### src/rtl/rhd_spi_sequencer.sv
// SPI master and frame scheduler for one RHD2000 headstage: CONVERT sweep plus three
// auxiliary commands, DDR result capture, and pipeline-aware slot tagging of results.
module rhd_spi_sequencer #(
  parameter int NUM_CHANNELS   = 32,
  parameter int CS_HIGH_CYCLES = 8
) (
  input  logic        clk,
  input  logic        reset,
  input  logic        enable,
  input  logic [47:0] aux_cmd,
  output logic        CS,
  output logic        SCLK,
  output logic        MOSI,
  input  logic        MISO,
  output logic        data_valid,
  output logic [15:0] data_a,
  output logic [15:0] data_b,
  output logic [5:0]  data_slot,
  output logic        sweep_done,
  output logic        busy
);

  localparam int FRAMES = NUM_CHANNELS + 3;
  localparam int CW     = 16;

  typedef enum logic [1:0] {
    IDLE  = 2'd0,
    FRAME = 2'd1,
    GAP   = 2'd2
  } state_t;

  state_t        state, state_nx;
  logic [CW-1:0] cnt;
  logic [6:0]    slot;
  logic [6:0]    tag;
  logic [1:0]    supp;
  logic [47:0]   aux_q;
  logic [15:0]   sh_a, sh_b;
  logic [15:0]   cmd;
  logic          frame_end, gap_end, last_slot, start_sweep;

  assign frame_end   = (state == FRAME) && (cnt == CW'(67));
  assign gap_end     = (state == GAP) && (cnt == CW'(CS_HIGH_CYCLES - 1));
  assign last_slot   = (slot == 7'(FRAMES - 1));
  assign start_sweep = ((state == IDLE) && enable) || (gap_end && last_slot && enable);

  // Results lag their command by two frames in the headstage pipeline.
  assign tag = (slot >= 7'd2) ? (slot - 7'd2) : (slot + 7'(FRAMES - 2));

  always_comb begin
    cmd = 16'h0000;
    if (slot < 7'(NUM_CHANNELS))
      cmd = {2'b00, slot[5:0], 8'h00};
    else if (slot == 7'(NUM_CHANNELS))
      cmd = aux_q[47:32];
    else if (slot == 7'(NUM_CHANNELS + 1))
      cmd = aux_q[31:16];
    else
      cmd = aux_q[15:0];
  end

  always_comb begin
    state_nx = state;
    case (state)
      IDLE:    if (enable) state_nx = FRAME;
      FRAME:   if (frame_end) state_nx = GAP;
      GAP:     if (gap_end) state_nx = (!last_slot || enable) ? FRAME : IDLE;
      default: state_nx = IDLE;
    endcase
  end

  assign CS   = (state != FRAME);
  assign busy = (state != IDLE);
  assign SCLK = (state == FRAME) && (cnt < CW'(64)) && cnt[1];
  assign MOSI = (state == FRAME) && (cnt < CW'(64)) && cmd[4'd15 - cnt[5:2]];

  always_ff @(posedge clk) begin
    if (reset) begin
      state      <= IDLE;
      cnt        <= '0;
      slot       <= '0;
      supp       <= 2'd2;
      aux_q      <= '0;
      sh_a       <= '0;
      sh_b       <= '0;
      data_valid <= 1'b0;
      data_a     <= '0;
      data_b     <= '0;
      data_slot  <= '0;
      sweep_done <= 1'b0;
    end else begin
      state      <= state_nx;
      data_valid <= 1'b0;
      sweep_done <= 1'b0;
      if ((state_nx != state) || (state == IDLE))
        cnt <= '0;
      else
        cnt <= cnt + CW'(1);

      if (start_sweep)
        aux_q <= aux_cmd;

      if (state == IDLE) begin
        supp <= 2'd2;
        slot <= '0;
      end

      if (gap_end)
        slot <= last_slot ? 7'd0 : (slot + 7'd1);

      // Word A bits land on edges ending c=4..64, word B on edges ending c=6..66.
      if (state == FRAME) begin
        if ((cnt >= CW'(4)) && (cnt <= CW'(64)) && (cnt[1:0] == 2'b00))
          sh_a <= {sh_a[14:0], MISO};
        if ((cnt >= CW'(6)) && (cnt <= CW'(66)) && (cnt[1:0] == 2'b10))
          sh_b <= {sh_b[14:0], MISO};
      end

      if (frame_end) begin
        sweep_done <= last_slot;
        if (supp != 2'd0) begin
          supp <= supp - 2'd1;
        end else begin
          data_valid <= 1'b1;
          data_a     <= sh_a;
          data_b     <= sh_b;
          data_slot  <= tag[5:0];
        end
      end
    end
  end

endmodule

### config.mk
export PLATFORM = sky130hd
export DESIGN_NAME = rhd_spi_sequencer
export DESIGN_NICKNAME = d
export VERILOG_FILES = /design/src/rtl/rhd_spi_sequencer.sv
export SDC_FILE = /design/constraint.sdc
export NUM_CORES = 1
export LEC_CHECK = 0
export CORE_MARGIN = 8
export CORE_UTILIZATION = 42
export DETAILED_ROUTE_END_ITERATION = 8
export PLACE_DENSITY_LB_ADDON = 0.08
export SYNTH_ARGS = -nofsm -noshare
export SYNTH_HDL_FRONTEND = slang
export SYNTH_SLANG_ARGS = --single-unit
### constraint.sdc
create_clock -name clk -period 2.55 [get_ports clk]
set_input_delay 0.51 -clock clk [delete_from_list [all_inputs] [get_ports clk]]
set_output_delay 0.51 -clock clk [all_outputs]
set_load 0.02 [all_outputs]
# Word level (Yosys, flattened, before mapping)

Index checks and enable logic that the tools add are counted.

Add/subtract/negate cells: 6
$mul: 0
Divide/modulo/power cells: 0
Magnitude comparators: 8
Equality and inequality tests: 10
Shift operators: 0
Mux-type cells: 18
Bitwise logic cells: 2
Reductions and logical operators: 26

Operators by type and width:

| kind                                                                                  | number |
|---|---|
| 16-bit 2-to-1 mux                                                                     | 3 |
| 16-bit by 3-bit greater-or-equal comparator with 1-bit output (second input constant) | 2 |
| 16-bit by 7-bit <= comparator with 1-bit output (second input constant)               | 2 |
| 7-bit by 6-bit == test with 1-bit output (second input constant)                      | 3 |
| 7-bit 2-to-1 mux                                                                      | 3 |
| 16-bit by 1-bit adder with 16-bit output (second input constant)                      | 1 |
| 16-bit by 3-bit == test with 1-bit output (second input constant)                     | 1 |
| 16-bit by 7-bit == test with 1-bit output (second input constant)                     | 1 |
| 16-bit by 7-bit less-than comparator with 1-bit output (second input constant)        | 1 |
| 1-bit logical AND                                                                     | 12 |
| 2-bit 2-to-1 mux                                                                      | 6 |
| 7-bit by 1-bit adder with 7-bit output (second input constant)                        | 1 |
| 7-bit by 2-bit greater-or-equal comparator with 1-bit output (second input constant)  | 1 |
| 7-bit by 6-bit less-than comparator with 1-bit output (second input constant)         | 1 |
| 6-bit adder (second input constant)                                                   | 1 |
| 6-bit 2-to-1 mux                                                                      | 1 |
| 2-bit case mux with 3 select lines                                                    | 1 |
| 2-bit AND reduction                                                                   | 3 |
| 2-bit nonzero test                                                                    | 3 |
| 6-bit by 2-bit subtractor with 6-bit output (second input constant)                   | 1 |
| 4-bit by 5-bit less-than comparator with 1-bit output (second input constant)         | 1 |
| 1-bit binary-select mux with 4-bit select                                             | 1 |
| 2-bit == test (second input constant)                                                 | 2 |
| 2-bit logical NOT                                                                     | 2 |
| 10 further kinds                                                                      | 16 |

Flip-flop bits (word level): 147
Latch bits: 0
Bits in writable memories: 0
Bits in read-only memories: 0
Input port bits: 52
Output and inout bits: 44
Word-level logic and storage cells: 82
Memories: 0

# Logic depth before layout (Yosys ltp)

Word-level depth: 9
Depth in mapped cells: 11
Mapped depth without buffers: 8

# Worst setup path after synthesis

No wires, ideal clock.

Path kind: register -> output
Start point: register slot[1]
End point: output MOSI
Data arrival time: 2.276 ns
Required time: 2.040 ns
Path slack: -0.236 ns
Cell stages (with the launch flop): 9
Buffers on the path: 0
Cell sequence: dfxtp_1 -> inv_1 -> ha_1 -> nor2b_1 -> and2_4 -> mux4_2 -> mux2i_1 -> o311a_1 -> a2111oi_2

Word-level cells in the longest chain between the ends: 7
Elaborated cells on any way between the ends: 9
Those cells by class: order compare: 1; eq/ne: 2; mux: 5; reduce/logical: 1

RTL lines:

| what                                                                                                          | RTL line | source |
|---|---|---|
| from (decl)                                                                                                   | 34       | `logic [6:0] slot;` |
| from (signal assigned)                                                                                        | 109      | `slot <= last_slot ? 7'd0 : (slot + 7'd1);` |
| parallel branches: the longest is 3 deep, another holds 7-bit by 6-bit less-than comparator with 1-bit output | n/a      |  |
| 16-bit 2-to-1 mux (*)                                                                                         | 52       | `if (slot < 7'(NUM_CHANNELS))` |
| 1-bit binary-select mux with 4-bit select (*)                                                                 | 75       | `assign MOSI = (state == FRAME) && (cnt < CW'(64)) && cmd[4'd15 - cnt[5:2]];` |
| 1-bit 2-to-1 mux (implied by the code) (*)                                                                    | 75       |  |
| 1-bit logical AND (*)                                                                                         | 75       |  |
| to (decl)                                                                                                     | 13       | `output logic MOSI,` |

Every way passes the cells marked *. The select of a mux whose other input is x is not followed.

# Final worst setup path

Start point: register slot[3]
End point: output MOSI

Same word-level chain as after synthesis.

==> run metrics <==
initial antenna violation count=0; Synth Flop Type=dfxtp_1; Worst Hold Launch=reset; Synthesized Nets=798; Setup crit start=slot[3]; Hold Crit Class=in2reg; Layout area overhead=33.87%; routed wire length=15.26 mm; #FFs+latches synth=147; maximum clock frequency=327.6 MHz; largest area contributor in the netlist=dfxtp_1; Final WS setup=-502.4 ps; core box area=0.01459 sq mm; routed via count=5269; area occupied by multi-input gates=0.003092 sq mm; Initial Util=0.4300; outcome=finished with violations; register area=0.002944 sq mm; largest net degree at the start of global routing=60; Simple-Gate Fraction of Synth Area=0.2186; antenna viol nets, final=0; Post-DP HPWL=10.88 mm; cell with the most instances after synthesis=nand2_1; post-synthesis cell type count=57; Clock Latency Late Sink=420 ps; violated checks=setup timing; Detailed Routing Iterations Pass 1=4; Nets=~920; syn avg cell area=about 8.5 sq um; Post-Route Setup TNS=-502.4 ps; Die Y=~140 microns; worst vdd ir=453.7 uV; row cnt=44; ANT cells=0; I/O Buffers=95; Pins Over Slew Limit=0; Area contributors post-synth=dfxtp_1 (47%), nand2_1 (11%), a21oi_1 (8.0%), mux2i_1 (6.2%), nor2_1 (4.1%); Max Cap Viol=0; largest family of logic cells by synthesized area=simple AND/OR/NAND/NOR gates; Synth top area share=0.4691; postcts setup bufs=0; GRT Overall Usage=0.1575; Finish-stage setup viols=1; first-pass GRT wire length=around 25 mm; Root Driver=clkbuf_16; Post-CTS Hold Buffers=0; synthesized cell area=0.006274 sq mm; layout cells sized above 1=0.1267; Seq/Total Area, Yosys=0.4691; Pleak=2.982 nW; slew at the pin closest to its max-slew limit=approximately 1100 ps; crit share post-route=1.197; Placer Congestion=0.7952; Die X=138.2 microns; mux contribution to synthesized area=0.08795; CTS tree=yes; Inst Count DP=around 1.0k; critical path arrival=roughly 2500 ps; Final Non-Filler Cells=roughly 1.1k; crit-path max FO=4; clk buf depth=2; Async SR Flop Fraction=0; Ys Warns=0; Detailed Route Iter0 Violations=~240; CP endpoint kind=output port; complex-gate fraction of the synthesized area=0.1364; WS Path Type=reg2out; Final min period=3052 ps; TritonCTS Sinks=147; via/cell ratio=~5.0; Filler Cell Count=1300; Critical Path RT=2040 ps; final hold vios=0; RSZ-0062 raised after global routing=yes; Mapped Cells=737; pwr/cell area=between 600 and 700 mW/mm^2; Top Ports=96; Post-Synth XOR/XNOR Area=0.02513; CTS Buf Count=17; vias in the first global route=roughly 5.2k; Residual DRC=0; commonest cells in the netlist=nand2_1 (183), dfxtp_1 (147), a21oi_1 (100); mean routed wirelength per cell=approximately 15 microns; total die area=0.01910 sq mm; clk slew on worst S/H paths=60 ps; Fin Clk Skew=16.94 ps; crit path launch type=flip-flop; H-tree Lvls=4; Post-Synth Adder-Cell Area=0.01795; Worst R2R Start=cnt[3]; DP Worst Slack=-561.9 ps; Slew headroom=0.2453; Congestion Overflow GR=0; Post-synth EDFFs=0
==> sequential cells by signal, summed over array words and instances (netlist names), 2 cells and up <==
signal	cells
data_slot	6
slot	7
data_a	16
state	2
data_b	16
aux_q	48
sh_a	16
cnt	16
sh_b	16
supp	2
==> per-layer routing <==
| layer | vias to the layer above | share of wire | GRT usage |
|---|---|---|---|
| met2 | 82 | 0.50 | 0.2679 |
| li1 | 2719 | - | - |
| met1 | 2463 | 0.45 | 0.1847 |
| met5 | - | 0 | 0 |
| met3 | 5 | 0.038 | 0.04932 |
| met4 | 0 | 0.0050 | 0.04920 |
==> metrics by stage <==
| step | util | area, sq um | hold WS (ps) | power (mW) |
|---|---|---|---|---|
| final | 0.5756 | 8398 | 448.0 | 5.592 |
| after CTS | 0.5745 | 8382 | 439.7 | 5.649 |
| after floorplan | - | 6304 | 431.2 | 2.594 |
| after detailed placement | 0.5274 | 7695 | 446.5 | 2.737 |
| after global routing | 0.5756 | 8398 | 454.3 | 5.790 |
| after global placement | 0.5274 | 7695 | 443.8 | 2.734 |
==> placed cells by master (no fill, tap or decap), drive strengths merged, types with 4 or more instances in the layout <==
| master | count |
|---|---|
| a21oi | 100 |
| nand2b | 5 |
| mux4 | 7 |
| or2 | 4 |
| and3 | 5 |
| xor2 | 8 |
| nor2 | 69 |
| a21o | 4 |
| xnor2 | 10 |
| dfxtp | 147 |
| inv | 9 |
| nand2 | 183 |
| buf | 57 |
| nor3 | 8 |
| ha | 9 |
| nand3 | 12 |
| clkdlybuf4s50 | 92 |
| clkbuf | 21 |
| a211oi | 8 |
| bufinv | 7 |
| o21ai | 11 |
| nor2b | 8 |
| mux2i | 39 |
==> path summary, 6_finish.rpt <==
kind               end  cells after the start  slack, ps
max               MOSI                      7       -500
min            sh_b[7]                      2        450
min reg2reg  aux_q[20]                      2        450
max reg2reg  aux_q[43]                      9         90
==> report_power, final <==
| part | switching (mW) | internal, mW |
|---|---|---|
| sequential | 0.0282 | 2.35 |
| combinational | 0.158 | 0.150 |
| clock | 0.930 | 1.98 |
| total | 1.12 | 4.48 |
==> repair_timing <==
item                                    CTS  global route
endpoints found under the setup margin    2            44
gates resized for setup                   9             4
pin swaps                                 0             4
==> cell families after synthesis <==
| kind of cell | Yosys count |
|---|---|
| buf+inv | 59 |
| compound gates | 143 |
| xor+xnor | 18 |
| flops | 147 |
| mux | 46 |
| simple gates | 315 |
| fa+ha+maj | 9 |
==> final cells by class <==
| class | instances | area share |
|---|---|---|
| Clock buffer | 21 | 0.05483 |
| Clock inverter | 10 | 0.02712 |
| Inverter | 9 | 0.004023 |
| Multi-Input combinational cell | 531 | 0.3681 |
| Sequential cell | 147 | 0.3506 |
| Tap cell | 184 | 0.02741 |
| Timing Repair Buffer | 150 | 0.1679 |
==> critical path, cell delays in order (launching register included) <==
cell	delay, ps
dfxtp_1	340
nor4b_4	380
and3_2	290
a211oi_2	50
o311ai_1	290
o2111ai_2	210
a2111oi_4	360
buf_4	210
(Power assumes the default switching activity.)
